`src/rtl/matmul_tile_sequencer.sv`:
```
// Host-side job sequencer for the 16x16 systolic matmul: load A, load B, compute, drain, unload C.
// Optional compute watchdog and timeout_err port when MMSEQ_COMPUTE_TIMEOUT_EN is defined.
module matmul_tile_sequencer #(
    parameter int DWIDTH       = 16,
    parameter int BB_SIZE      = 8,
    parameter int AWIDTH       = 7,
    parameter int LOAD_DEPTH   = 16,
    parameter int UNLOAD_DEPTH = 16,
    parameter int WR_ALIGN     = 2,
    parameter int RD_LAT       = 4,
    parameter int DRAIN_CYCLES = 32
) (
    input  logic                      clk,
    input  logic                      reset,
    input  logic                      job_start,
    input  logic                      in_valid,
    output logic                      in_ready,
    input  logic [BB_SIZE*DWIDTH-1:0] in_data,
    output logic                      out_valid,
    input  logic                      out_ready,
    output logic [BB_SIZE*DWIDTH-1:0] out_data,
    output logic                      mm_enable_writing,
    output logic                      mm_enable_reading,
    output logic [AWIDTH-1:0]         mm_addr,
    output logic [BB_SIZE*DWIDTH-1:0] mm_data_pi,
    output logic                      mm_we_a,
    output logic                      mm_we_b,
    output logic                      mm_we_c,
    output logic                      mm_start,
    input  logic                      mm_done,
    input  logic [BB_SIZE*DWIDTH-1:0] mm_data_out,
    output logic                      busy,
    output logic                      job_done
`ifdef MMSEQ_COMPUTE_TIMEOUT_EN
    ,
    output logic                      timeout_err
`endif
);
    localparam int WORD_W     = BB_SIZE * DWIDTH;
    localparam int FIFO_DEPTH = RD_LAT + 2;
    localparam int PW         = (FIFO_DEPTH > 1) ? $clog2(FIFO_DEPTH) : 1;
    localparam int OW         = $clog2(FIFO_DEPTH + 1);
    localparam int DW         = (DRAIN_CYCLES > 1) ? $clog2(DRAIN_CYCLES) : 1;
    localparam int CW         = AWIDTH + 1;

    typedef enum logic [2:0] {
        S_IDLE, S_LOAD_A, S_LOAD_B, S_WR_FLUSH, S_COMPUTE, S_DRAIN, S_UNLOAD
    } state_t;

    state_t            state_reg, state_next;
    logic [CW-1:0]     cnt_reg;
    logic [CW-1:0]     pop_cnt_reg;
    logic [AWIDTH-1:0] addr_hold_reg;
    logic [DW-1:0]     drain_reg;

    logic              wr_v_reg    [WR_ALIGN];
    logic              wr_sel_reg  [WR_ALIGN];
    logic [WORD_W-1:0] wr_data_reg [WR_ALIGN];
    logic [RD_LAT-1:0] rd_v_reg;

    logic [WORD_W-1:0] fifo_mem [FIFO_DEPTH];
    logic [PW-1:0]     wr_ptr_reg, rd_ptr_reg;
    logic [OW-1:0]     occ_reg, inflight_reg;

    logic ld_hs, last_ld, rd_issue, push, pop, last_pop, timeout_hit;

    assign ld_hs    = in_valid & in_ready;
    assign last_ld  = (cnt_reg == CW'(LOAD_DEPTH - 1));
    // Credit counts reads still in the array pipeline so a stalled host can never overflow the FIFO.
    assign rd_issue = mm_enable_reading && (cnt_reg < CW'(UNLOAD_DEPTH))
                      && ((occ_reg + inflight_reg) < OW'(FIFO_DEPTH));
    assign push     = rd_v_reg[RD_LAT-1];
    assign out_valid = (occ_reg != '0);
    assign pop      = out_valid & out_ready;
    assign last_pop = pop && (pop_cnt_reg == CW'(UNLOAD_DEPTH - 1));
    assign job_done = (state_reg == S_UNLOAD) && last_pop;
    assign busy     = (state_reg != S_IDLE);
    assign mm_addr  = (ld_hs || rd_issue) ? cnt_reg[AWIDTH-1:0] : addr_hold_reg;
    assign out_data = out_valid ? fifo_mem[rd_ptr_reg] : '0;

    assign mm_data_pi = wr_data_reg[WR_ALIGN-1];
    assign mm_we_a    = wr_v_reg[WR_ALIGN-1] & ~wr_sel_reg[WR_ALIGN-1];
    assign mm_we_b    = wr_v_reg[WR_ALIGN-1] &  wr_sel_reg[WR_ALIGN-1];

    always_ff @(posedge clk or negedge reset) begin
        if (!reset) state_reg <= S_IDLE;
        else        state_reg <= state_next;
    end

    always_comb begin
        state_next = state_reg;
        case (state_reg)
            S_IDLE:     if (job_start) state_next = S_LOAD_A;
            S_LOAD_A:   if (ld_hs && last_ld) state_next = S_LOAD_B;
            S_LOAD_B:   if (ld_hs && last_ld) state_next = S_WR_FLUSH;
            S_WR_FLUSH: if (cnt_reg == CW'(WR_ALIGN - 1)) state_next = S_COMPUTE;
            S_COMPUTE: begin
                if (mm_done)          state_next = S_DRAIN;
                else if (timeout_hit) state_next = S_IDLE;
            end
            S_DRAIN:    if (drain_reg == DW'(DRAIN_CYCLES - 1)) state_next = S_UNLOAD;
            S_UNLOAD:   if (last_pop) state_next = S_IDLE;
            default:    state_next = S_IDLE;
        endcase
    end

    always_comb begin
        in_ready          = 1'b0;
        mm_enable_writing = 1'b0;
        mm_enable_reading = 1'b0;
        mm_start          = 1'b0;
        mm_we_c           = 1'b0;
        case (state_reg)
            S_LOAD_A, S_LOAD_B: begin
                in_ready          = 1'b1;
                mm_enable_writing = 1'b1;
            end
            S_WR_FLUSH: mm_enable_writing = 1'b1;
            S_COMPUTE: begin
                mm_start = 1'b1;
                mm_we_c  = 1'b1;
            end
            S_DRAIN:  mm_we_c = 1'b1;
            S_UNLOAD: mm_enable_reading = 1'b1;
            default: ;
        endcase
    end

    // One counter serves load addresses, flush timing and read issue; the phases never overlap.
    always_ff @(posedge clk or negedge reset) begin
        if (!reset) begin
            cnt_reg       <= '0;
            pop_cnt_reg   <= '0;
            addr_hold_reg <= '0;
            drain_reg     <= '0;
        end else begin
            case (state_reg)
                S_IDLE: begin
                    cnt_reg     <= '0;
                    pop_cnt_reg <= '0;
                    drain_reg   <= '0;
                end
                S_LOAD_A, S_LOAD_B: begin
                    if (ld_hs) begin
                        addr_hold_reg <= cnt_reg[AWIDTH-1:0];
                        cnt_reg       <= last_ld ? '0 : cnt_reg + CW'(1);
                    end
                end
                S_WR_FLUSH: cnt_reg <= (cnt_reg == CW'(WR_ALIGN - 1)) ? '0 : cnt_reg + CW'(1);
                S_DRAIN: drain_reg <= (drain_reg == DW'(DRAIN_CYCLES - 1)) ? '0 : drain_reg + DW'(1);
                S_UNLOAD: begin
                    if (rd_issue) begin
                        addr_hold_reg <= cnt_reg[AWIDTH-1:0];
                        cnt_reg       <= cnt_reg + CW'(1);
                    end
                    if (pop) pop_cnt_reg <= pop_cnt_reg + CW'(1);
                end
                default: ;
            endcase
        end
    end

    // Write-enable and data trail the address by WR_ALIGN cycles to match the array's address registers.
    always_ff @(posedge clk or negedge reset) begin
        if (!reset) begin
            for (int i = 0; i < WR_ALIGN; i++) begin
                wr_v_reg[i]    <= 1'b0;
                wr_sel_reg[i]  <= 1'b0;
                wr_data_reg[i] <= '0;
            end
            rd_v_reg <= '0;
        end else begin
            wr_v_reg[0]    <= ld_hs;
            wr_sel_reg[0]  <= (state_reg == S_LOAD_B);
            wr_data_reg[0] <= in_data;
            for (int i = 1; i < WR_ALIGN; i++) begin
                wr_v_reg[i]    <= wr_v_reg[i-1];
                wr_sel_reg[i]  <= wr_sel_reg[i-1];
                wr_data_reg[i] <= wr_data_reg[i-1];
            end
            rd_v_reg[0] <= rd_issue;
            for (int i = 1; i < RD_LAT; i++) rd_v_reg[i] <= rd_v_reg[i-1];
        end
    end

    always_ff @(posedge clk or negedge reset) begin
        if (!reset) begin
            wr_ptr_reg   <= '0;
            rd_ptr_reg   <= '0;
            occ_reg      <= '0;
            inflight_reg <= '0;
        end else begin
            if (push) wr_ptr_reg <= (wr_ptr_reg == PW'(FIFO_DEPTH - 1)) ? '0 : wr_ptr_reg + PW'(1);
            if (pop)  rd_ptr_reg <= (rd_ptr_reg == PW'(FIFO_DEPTH - 1)) ? '0 : rd_ptr_reg + PW'(1);
            case ({push, pop})
                2'b10:   occ_reg <= occ_reg + OW'(1);
                2'b01:   occ_reg <= occ_reg - OW'(1);
                default: ;
            endcase
            case ({rd_issue, push})
                2'b10:   inflight_reg <= inflight_reg + OW'(1);
                2'b01:   inflight_reg <= inflight_reg - OW'(1);
                default: ;
            endcase
        end
    end

    always_ff @(posedge clk) begin
        if (push) fifo_mem[wr_ptr_reg] <= mm_data_out;
    end

`ifdef MMSEQ_COMPUTE_TIMEOUT_EN
    logic [15:0] wd_reg;
    logic        timeout_err_reg;

    // Fires on the cycle the watchdog would reach 0xFFFF, so COMPUTE lasts at most 65535 cycles.
    assign timeout_hit = (state_reg == S_COMPUTE) && !mm_done && (wd_reg == 16'hFFFE);
    assign timeout_err = timeout_err_reg;

    always_ff @(posedge clk or negedge reset) begin
        if (!reset) begin
            wd_reg          <= '0;
            timeout_err_reg <= 1'b0;
        end else begin
            wd_reg <= (state_reg == S_COMPUTE) ? wd_reg + 16'd1 : '0;
            if (timeout_hit)                           timeout_err_reg <= 1'b1;
            else if (state_reg == S_IDLE && job_start) timeout_err_reg <= 1'b0;
        end
    end
`else
    assign timeout_hit = 1'b0;
`endif

endmodule

```
`config.mk`:
```
export PLATFORM = sky130hd
export DESIGN_NAME = matmul_tile_sequencer
export DESIGN_NICKNAME = d
export VERILOG_FILES = /design/src/rtl/matmul_tile_sequencer.sv
export SDC_FILE = /design/constraint.sdc
export NUM_CORES = 1
export LEC_CHECK = 0
export CAP_MARGIN = 20
export CORE_ASPECT_RATIO = 1.25
export CORE_MARGIN = 2
export CORE_UTILIZATION = 49
export DETAILED_ROUTE_END_ITERATION = 7
export PLACE_DENSITY_LB_ADDON = 0.2
export SLEW_MARGIN = 5
export SYNTH_ARGS = -nofsm -noshare
export SYNTH_HDL_FRONTEND = slang
export SYNTH_SLANG_ARGS = --single-unit
```
`constraint.sdc`:
```
create_clock -name clk -period 15 [get_ports clk]
set_input_delay 4.5 -clock clk [delete_from_list [all_inputs] [get_ports clk]]
set_output_delay 4.5 -clock clk [all_outputs]
set_load 0.01 [all_outputs]
```
==> results of run 1 <==
kinds of logic (layout without fill, tap and decap cells):
kind of cell | count (synthesis) | in the layout | synth area share [%]
fa+ha+maj | 10 | 10 | 0.3775
xor+xnor | 15 | 15 | 0.3743
buf+inv | 240 | 770 | 3.651
other cells | 0 | 4 | 0
simple gates | 224 | 224 | 2.505
mux | 276 | 276 | 11.21
compound gates | 175 | 175 | 3.270
flops | 1075 | 1075 | 78.62
stage by stage:
stage | setup slack [ps] | hold slack (ps) | cells | cell area [um2] | util, %
floorplan | 432.5 | 331.2 | 2015 | 39110 | -
global placement | 3895 | 331.2 | 3406 | 44700 | 56.69
detailed placement | 3851 | 334.7 | 3406 | 44700 | 56.69
CTS | 3825 | 344.4 | 3598 | 48090 | 60.99
global route | 3740 | 350.2 | 3602 | 48100 | 61.00
finish | 3836 | 345.5 | 3602 | 48100 | 61.00
cells in the final DEF, fill, tap and decap left out, types with 5 or more instances in the layout:
cell type,Yosys,final
nand2_1,17,17
clkbuf_8,0,7
buf_4,129,25
a22o_1,7,7
bufinv_16,0,6
clkbuf_1,59,19
clkbuf_16,0,108
a211oi_1,129,129
mux4_2,128,128
clkinv_1,0,14
ha_1,7,7
clkdlybuf4s50_1,0,533
clkinv_2,0,19
nor2b_1,6,6
clkinvlp_4,0,5
xnor2_1,5,5
xor2_1,9,9
dfrtp_1,307,304
inv_1,16,16
a21oi_1,8,8
mux2i_1,133,133
nor2_1,151,151
o21ai_0,9,9
a21o_1,5,5
o21ai_1,7,7
nor3_1,10,7
mux2_2,15,15
nand3_1,9,9
edfxtp_1,768,768
synthesized netlist by cell type, types with 2 or more instances:
| library cell | n | share of area, % |
|---|---|---|
| and3_1 | 4 | 0.064 |
| buf_1 | 7 | 0.067 |
| a22o_1 | 7 | 0.16 |
| o21ai_1 | 7 | 0.090 |
| mux2i_1 | 133 | 3.4 |
| a21oi_1 | 8 | 0.10 |
| o22ai_1 | 2 | 0.032 |
| inv_1 | 16 | 0.15 |
| xor2_1 | 9 | 0.20 |
| a211oi_1 | 129 | 2.5 |
| mux4_2 | 128 | 7.4 |
| nor3_1 | 10 | 0.13 |
| nor2b_1 | 6 | 0.096 |
| or3_1 | 4 | 0.064 |
| o21ai_0 | 9 | 0.12 |
| dfrtp_1 | 307 | 20 |
| a21o_1 | 5 | 0.096 |
| nor4b_1 | 2 | 0.045 |
| mux2_2 | 15 | 0.43 |
| fa_1 | 3 | 0.15 |
| clkbuf_1 | 59 | 0.57 |
| nand2b_1 | 4 | 0.064 |
| nor3b_1 | 2 | 0.038 |
| nand2_1 | 17 | 0.16 |
| edfxtp_1 | 768 | 59 |
| nor2_1 | 151 | 1.4 |
| nand3_1 | 9 | 0.12 |
| ha_1 | 7 | 0.22 |
| nor4_1 | 5 | 0.080 |
| xnor2_1 | 5 | 0.11 |
| buf_2 | 28 | 0.36 |
| and2_1 | 3 | 0.048 |
| buf_4 | 129 | 2.5 |
layout make-up:
type                            instances  area, um2
Sequential cell                      1075      30760
Fill cell                            5635      30750
Multi-Input combinational cell        700       6972
Timing Repair Buffer                  562       5598
Clock buffer                          136       2885
Tap cell                             1053       1318
Clock inverter                         56      504.2
Inverter                               16      60.06
Antenna cell                            4      10.01
path summary, 6_finish.rpt:
| check | endpoint | cells past startpoint | from | slack [ps] |
|---|---|---|---|---|
| worst min-delay path | mm_data_pi[64]$_DFF_PN0_ | 0 | wr_data_reg[192]$_DFF_PN0_ | 350 |
| worst max-delay path | mm_addr[1] | 5 | in_valid | 3840 |
| worst max register to register | fifo_mem[3][20]$_DFFE_PP_ | 4 | wr_ptr_reg[0]$_DFFE_PN0P_ | 12260 |
| max in group asynchronous | mm_data_pi[98]$_DFF_PN0_ | 2 | reset | 9490 |
| min in group asynchronous | cnt_reg[3]$_DFFE_PN0P_ | 1 | reset | 3910 |
| worst min register to register | mm_data_pi[64]$_DFF_PN0_ | 0 | wr_data_reg[192]$_DFF_PN0_ | 350 |
per-layer routing:
layer	part of all wire, %	global-route usage [%]	vias up
met2	51	35.11	480
li1	-	-	8558
met5	0.11	0	-
met4	1.6	5.220	14
met1	41	26.55	10130
met3	6.5	5.936	105
power by group through the flow:
| stage | clock network (uW) | registers [uW] | logic (uW) |
|---|---|---|---|
| finish | 2550 | 3450 | 2340 |
| global route | 2730 | 3470 | 2520 |
| CTS | 2620 | 3450 | 2390 |
| detailed placement | 0 | 3510 | 2370 |
| global placement | 0 | 3510 | 2350 |
| floorplan | 0 | 3420 | 1390 |
==> key figures, run 1 <==
Global route
  – Largest net degree at the start of global routing: 200
  – Global-route wire length before repair: between 100,000 and 150,000 um
  – Vias in the first global route: between 20,000 and 25,000
  – Antenna violations before repair: 11
  – Grt ovf: 0
  – Total track usage: 20.76%

Detailed routing
  – Initial DRC count: 1,185
  – Wirelength, routed: 85,120 um
  – Final ANT Viol Nets: 0
  – Vias: approximately 19,000
  – First drt pass iteration count: 5
  – WL/cell: 23.63 um
  – Drt drc: 0
  – Via density: around 5.4

Setup path
  – Buf+Inv Stages, Crit Path: 2
  – Setup CP Type: in2out
  – Critical path cell sequence: clkdlybuf4s50_1, and2_1, nor2_2, mux2_2, clkdlybuf4s50_1
  – Crit Path Max Fanout: 14
  – Critical Path RT: 10,500 ps
  – Crit-path leading delay family: buffers and inverters
  – Crit start category: primary input
  – Worst EP arrival: ~6700 ps
  – Crit-path slowest cell: nor2_2
  – Worst setup EP type: output port
  – CP most frequent cell: clkdlybuf4s50_1
  – CP max stage delay: between 500 and 600 ps

Layout
  – Synthesis-to-layout area growth: 23.00%
  – Max reg flops: 768
  – Share of cells above drive strength 1: ~14%
  – Nets: roughly 2,700

Clock tree
  – Cts hold-fix bufs: 0
  – Total CTS buffers: 103
  – Clock Latency Late Sink: between 600 and 700 ps
  – Clk pin slew, worst setup/hold paths: roughly 60 ps
  – CTS tree: built
  – Htree depth: 3
  – Max clock buf depth: 3
  – Clk root buf: clkbuf_16
  – Post-CTS Setup Bufs: 0
  – # clock sinks: around 1,100
  – Post_cts resized: 0

STA
  – Max-slew headroom: 20.13%
  – RSZ-0062 raised after global routing: false
  – Setup_tns: 0 ps
  – Slew at the pin closest to its max-slew limit: roughly 1200 ps
  – Fmax: between 0.08 and 0.09 GHz
  – Final setup vio count: 0
  – Final Hold Vio Count: 0
  – Final period utilization: approximately 74%
  – Clock Skews: 32.08 ps
  – Fin. max-slew vios: 0
  – Min cycle time layout: between 10,000 and 15,000 ps

Placement
  – Detailed Place HPWL: roughly 50,000 um
  – I/O Buffers: 534
  – Routability cong.: 0.8477

Power
  – P_int: roughly 6000 uW
  – Power share of the combinational group: between 20% and 30%
  – Total power draw: ~8300 uW
  – Maximum vdd drop: about 0.13 mV
  – Switching share of total power: around 28%
  – Pwr dens: around 170 nW/um2
  – Flop pwr share: ~41%
  – Clock share of power: a little under a third
  – Psw: 2378 uW
  – Leak: between 0.015 and 0.02 uW

Logic synthesis
  – Async set or reset register ratio after synthesis: roughly 29%
  – Sequential area share after synthesis: about four fifths
  – EDFF count, synth: 768
  – Mapped Area: ~40,000 um2
  – Main synth FF type: edfxtp_1
  – Syn avg cell area: about 19 um2
  – Syn_nets: 2,287
  – Post-synthesis cell type count: 50
  – Synth Register Bits: 1,075
  – Warnings from Yosys: 0
  – Mapped Cells: a little over 2,000

Min path
  – Hold Path Class: reg2reg

Die
  – Core area: around 80,000 um2
  – Die area: about 82,000 um2
  – Die Height: about 320 um
  – # IOs: roughly 540
  – Die X: 256.7 um
  – # rows: 115
  – Starting density of the core: about half

Job
  – Max-Cap Viols: 0

Status
  – Run status: complete, no violations
No activity file was read; power rests on OpenSTA's default activity.
==> run 2: changes to the inputs <==
--- a/config.mk
+++ b/config.mk
@@ -8,7 +8,7 @@
 export CAP_MARGIN = 20
 export CORE_ASPECT_RATIO = 1.25
 export CORE_MARGIN = 2
-export CORE_UTILIZATION = 49
+export CORE_UTILIZATION = 50
 export DETAILED_ROUTE_END_ITERATION = 7
 export PLACE_DENSITY_LB_ADDON = 0.2
 export SLEW_MARGIN = 5
==> constraint.sdc (replaced) <==
create_clock -name clk -period 10.6 [get_ports clk]
set_input_delay 3.18 -clock clk [delete_from_list [all_inputs] [get_ports clk]]
set_output_delay 3.18 -clock clk [all_outputs]
set_load 0.01 [all_outputs]
==> run 2 against run 1 <==
  * Sequential cell count unchanged
  * Combinational power increased by 42%
  * Sequential share of layout area down 0.15 points
  * Largest power group unchanged
  * Final area increased by 0.23%
  * Worst setup slack worse by 1600 ps
==> key figures, run 2 (same netlist as run 1, synthesis figures left out) <==
Power
  – Power share of the combinational group: around 28%
  – Total power draw: 11,880 uW
  – Psw: between 3000 and 4000 uW
  – Pwr dens: 246.3 nW/um2
  – Clock share of power: a little under a third
  – Maximum vdd drop: around 0.16 mV
  – Leak: between 0.015 and 0.02 uW
  – P_int: ~8500 uW
  – Switching share of total power: between 20% and 30%
  – Flop pwr share: between 40% and 50%

Die
  – Starting density of the core: 50.49%
  – # rows: approximately 110
  – Die X: roughly 250 um
  – Die Height: 316.7 um
  – # IOs: ~540
  – Die area: roughly 80,000 um2
  – Core area: slightly below 80,000 um2

Clock tree
  – Cts hold-fix bufs: 0
  – Htree depth: 3
  – Clock Latency Late Sink: 690 ps
  – Post-CTS Setup Bufs: 0
  – Post_cts resized: 0
  – Clk root buf: clkbuf_16
  – # clock sinks: 1,075
  – Max clock buf depth: 3
  – Total CTS buffers: 104
  – Clk pin slew, worst setup/hold paths: roughly 60 ps
  – CTS tree: built

Setup path
  – Reg2Reg Depth: 4
  – Crit-path slowest cell: nor2_2
  – CP max stage delay: roughly 480 ps
  – CP endpoint: mm_addr[3]
  – Beginning of the critical path: in_valid
  – Critical Path RT: 7420 ps
  – Crit Path Max Fanout: 14
  – CP most frequent cell: clkdlybuf4s50_1
  – Crit start category: primary input
  – Setup CP Type: in2out
  – Worst setup EP type: output port
  – Worst EP arrival: 5210 ps
  – Critical path cell sequence: clkdlybuf4s50_1, and2_1, nor2_2, mux2_2, clkdlybuf4s50_1
  – R2R Setup Slk: roughly 7500 ps
  – Reg-to-reg endpoint: fifo_mem[4][116]$_DFFE_PP_
  – Worst flop-to-flop path startpoint: rd_v_reg[3]$_DFF_PN0_

Layout
  – Synthesis-to-layout area growth: 23.28%
  – Nets: 2,726
  – Commonest non-fill, non-tap cell in the layout: edfxtp_1
  – Max reg flops: 768
  – Final core utilization: between 60% and 70%
  – Share of cells above drive strength 1: 13.16%
  – Most frequent cells in the layout: 768 x edfxtp_1, 533 x clkdlybuf4s50_1, 304 x dfrtp_1, 151 x nor2_1, 133 x mux2i_1
  – Final instance area: about 48,000 um2

STA
  – Fin. max-slew vios: 0
  – Fmax: 0.1191 GHz
  – Min cycle time layout: between 8000 and 9000 ps
  – Max-slew headroom: just under 30%
  – Final setup vio count: 0
  – Final period utilization: approximately four fifths
  – Clock Skews: between 30 and 40 ps
  – Slew at the pin closest to its max-slew limit: around 1100 ps
  – Setup_tns: 0 ps
  – PnR worst setup slack: 2207 ps
  – Final Hold Vio Count: 0
  – RSZ-0062 raised after global routing: false

Min path
  – Hold Path Class: reg2reg

Global route
  – Vias in the first global route: 20,170
  – Largest net degree at the start of global routing: 206
  – Total track usage: 21.30%
  – Antenna violations before repair: 17
  – Grt ovf: 0
  – Global-route wire length before repair: ~130,000 um

Detailed routing
  – Drt drc: 0
  – Via density: between 5 and 6
  – Final ANT Viol Nets: 0
  – Vias: roughly 19,000
  – WL/cell: ~24 um
  – Wirelength, routed: approximately 85,000 um
  – First drt pass iteration count: 5
  – Initial DRC count: 1,249

Placement
  – Place WS: 2203 ps
  – Detailed Place HPWL: just under 50,000 um
  – Routability cong.: 0.8407
  – DP Area: 44,730 um2
  – I/O Buffers: about 530

Status
  – Run status: complete, no violations

Job
  – Max-Cap Viols: 0
-- run 2: cell count changes in the layout (fill, tap and decap cells not counted), moves of 3 or more --
cell      previous run  this run
buf_12               3         7
buf_4               25        16
clkbuf_1            19        24
clkbuf_8             7        13
clkinv_2            19        15
clkinv_4             4         1
diode_2              4         8
inv_6                3         0
-- run 2: how the worst min path moves through the flow --
| stage | slack, ps | to | cells after the start | startpoint |
|---|---|---|---|---|
| finish | 330 | mm_data_pi[62]$_DFF_PN0_ | 0 | wr_data_reg[190]$_DFF_PN0_ |
| CTS | 340 | mm_data_pi[6]$_DFF_PN0_ | 0 | wr_data_reg[134]$_DFF_PN0_ |
| floorplan | 330 | mm_data_pi[0]$_DFF_PN0_ | 0 | wr_data_reg[128]$_DFF_PN0_ |
| global placement | 330 | mm_data_pi[98]$_DFF_PN0_ | 0 | wr_data_reg[226]$_DFF_PN0_ |
| detailed placement | 330 | mm_data_pi[108]$_DFF_PN0_ | 0 | wr_data_reg[236]$_DFF_PN0_ |
| global route | 340 | mm_data_pi[62]$_DFF_PN0_ | 0 | wr_data_reg[190]$_DFF_PN0_ |
-- run 2: stage by stage --
stage                     instances  hold slack [ps]
final                          3590            333.9
after global routing           3586            340.3
after CTS                      3582            339.4
after detailed placement       3392            334.7
after global placement         3392            331.1
after floorplan                2015            331.2
-- run 2: layer usage --
metal  global-route usage [%]  up-vias  part of all wire [%]
met1                    26.00    10180                    39
met3                    7.060      119                   7.9
li1                         -     8540                     -
met4                    5.775       22                   1.8
met5                        0        -                  0.17
met2                    36.48      536                    51
-- run 2: area by class of cell --
| type | count | area, um2 |
|---|---|---|
| antenna | 8 | 20.02 |
| clock buffer | 144 | 2929 |
| clock inverter | 46 | 535.5 |
| fill | 5461 | 29240 |
| inverter | 16 | 60.06 |
| multi-input combinational | 700 | 6995 |
| sequential | 1075 | 30760 |
| tap | 1044 | 1306 |
| timing repair buffer | 557 | 5610 |
-- run 2: worst max-delay path, delay by kind of cell --
family | cells | cell delay, ps
muxes | 1 | 410
and+or+nand+nor | 2 | 670
buffers and inverters | 2 | 950
-- run 2: power groups by stage --
stage | combinational, uW | clock, uW | sequential, uW
after floorplan | 1970 | 0 | 4840
after global placement | 3340 | 0 | 4970
after detailed placement | 3360 | 0 | 4980
after CTS | 3380 | 3760 | 4900
after global routing | 3580 | 3930 | 4920
final | 3320 | 3660 | 4890
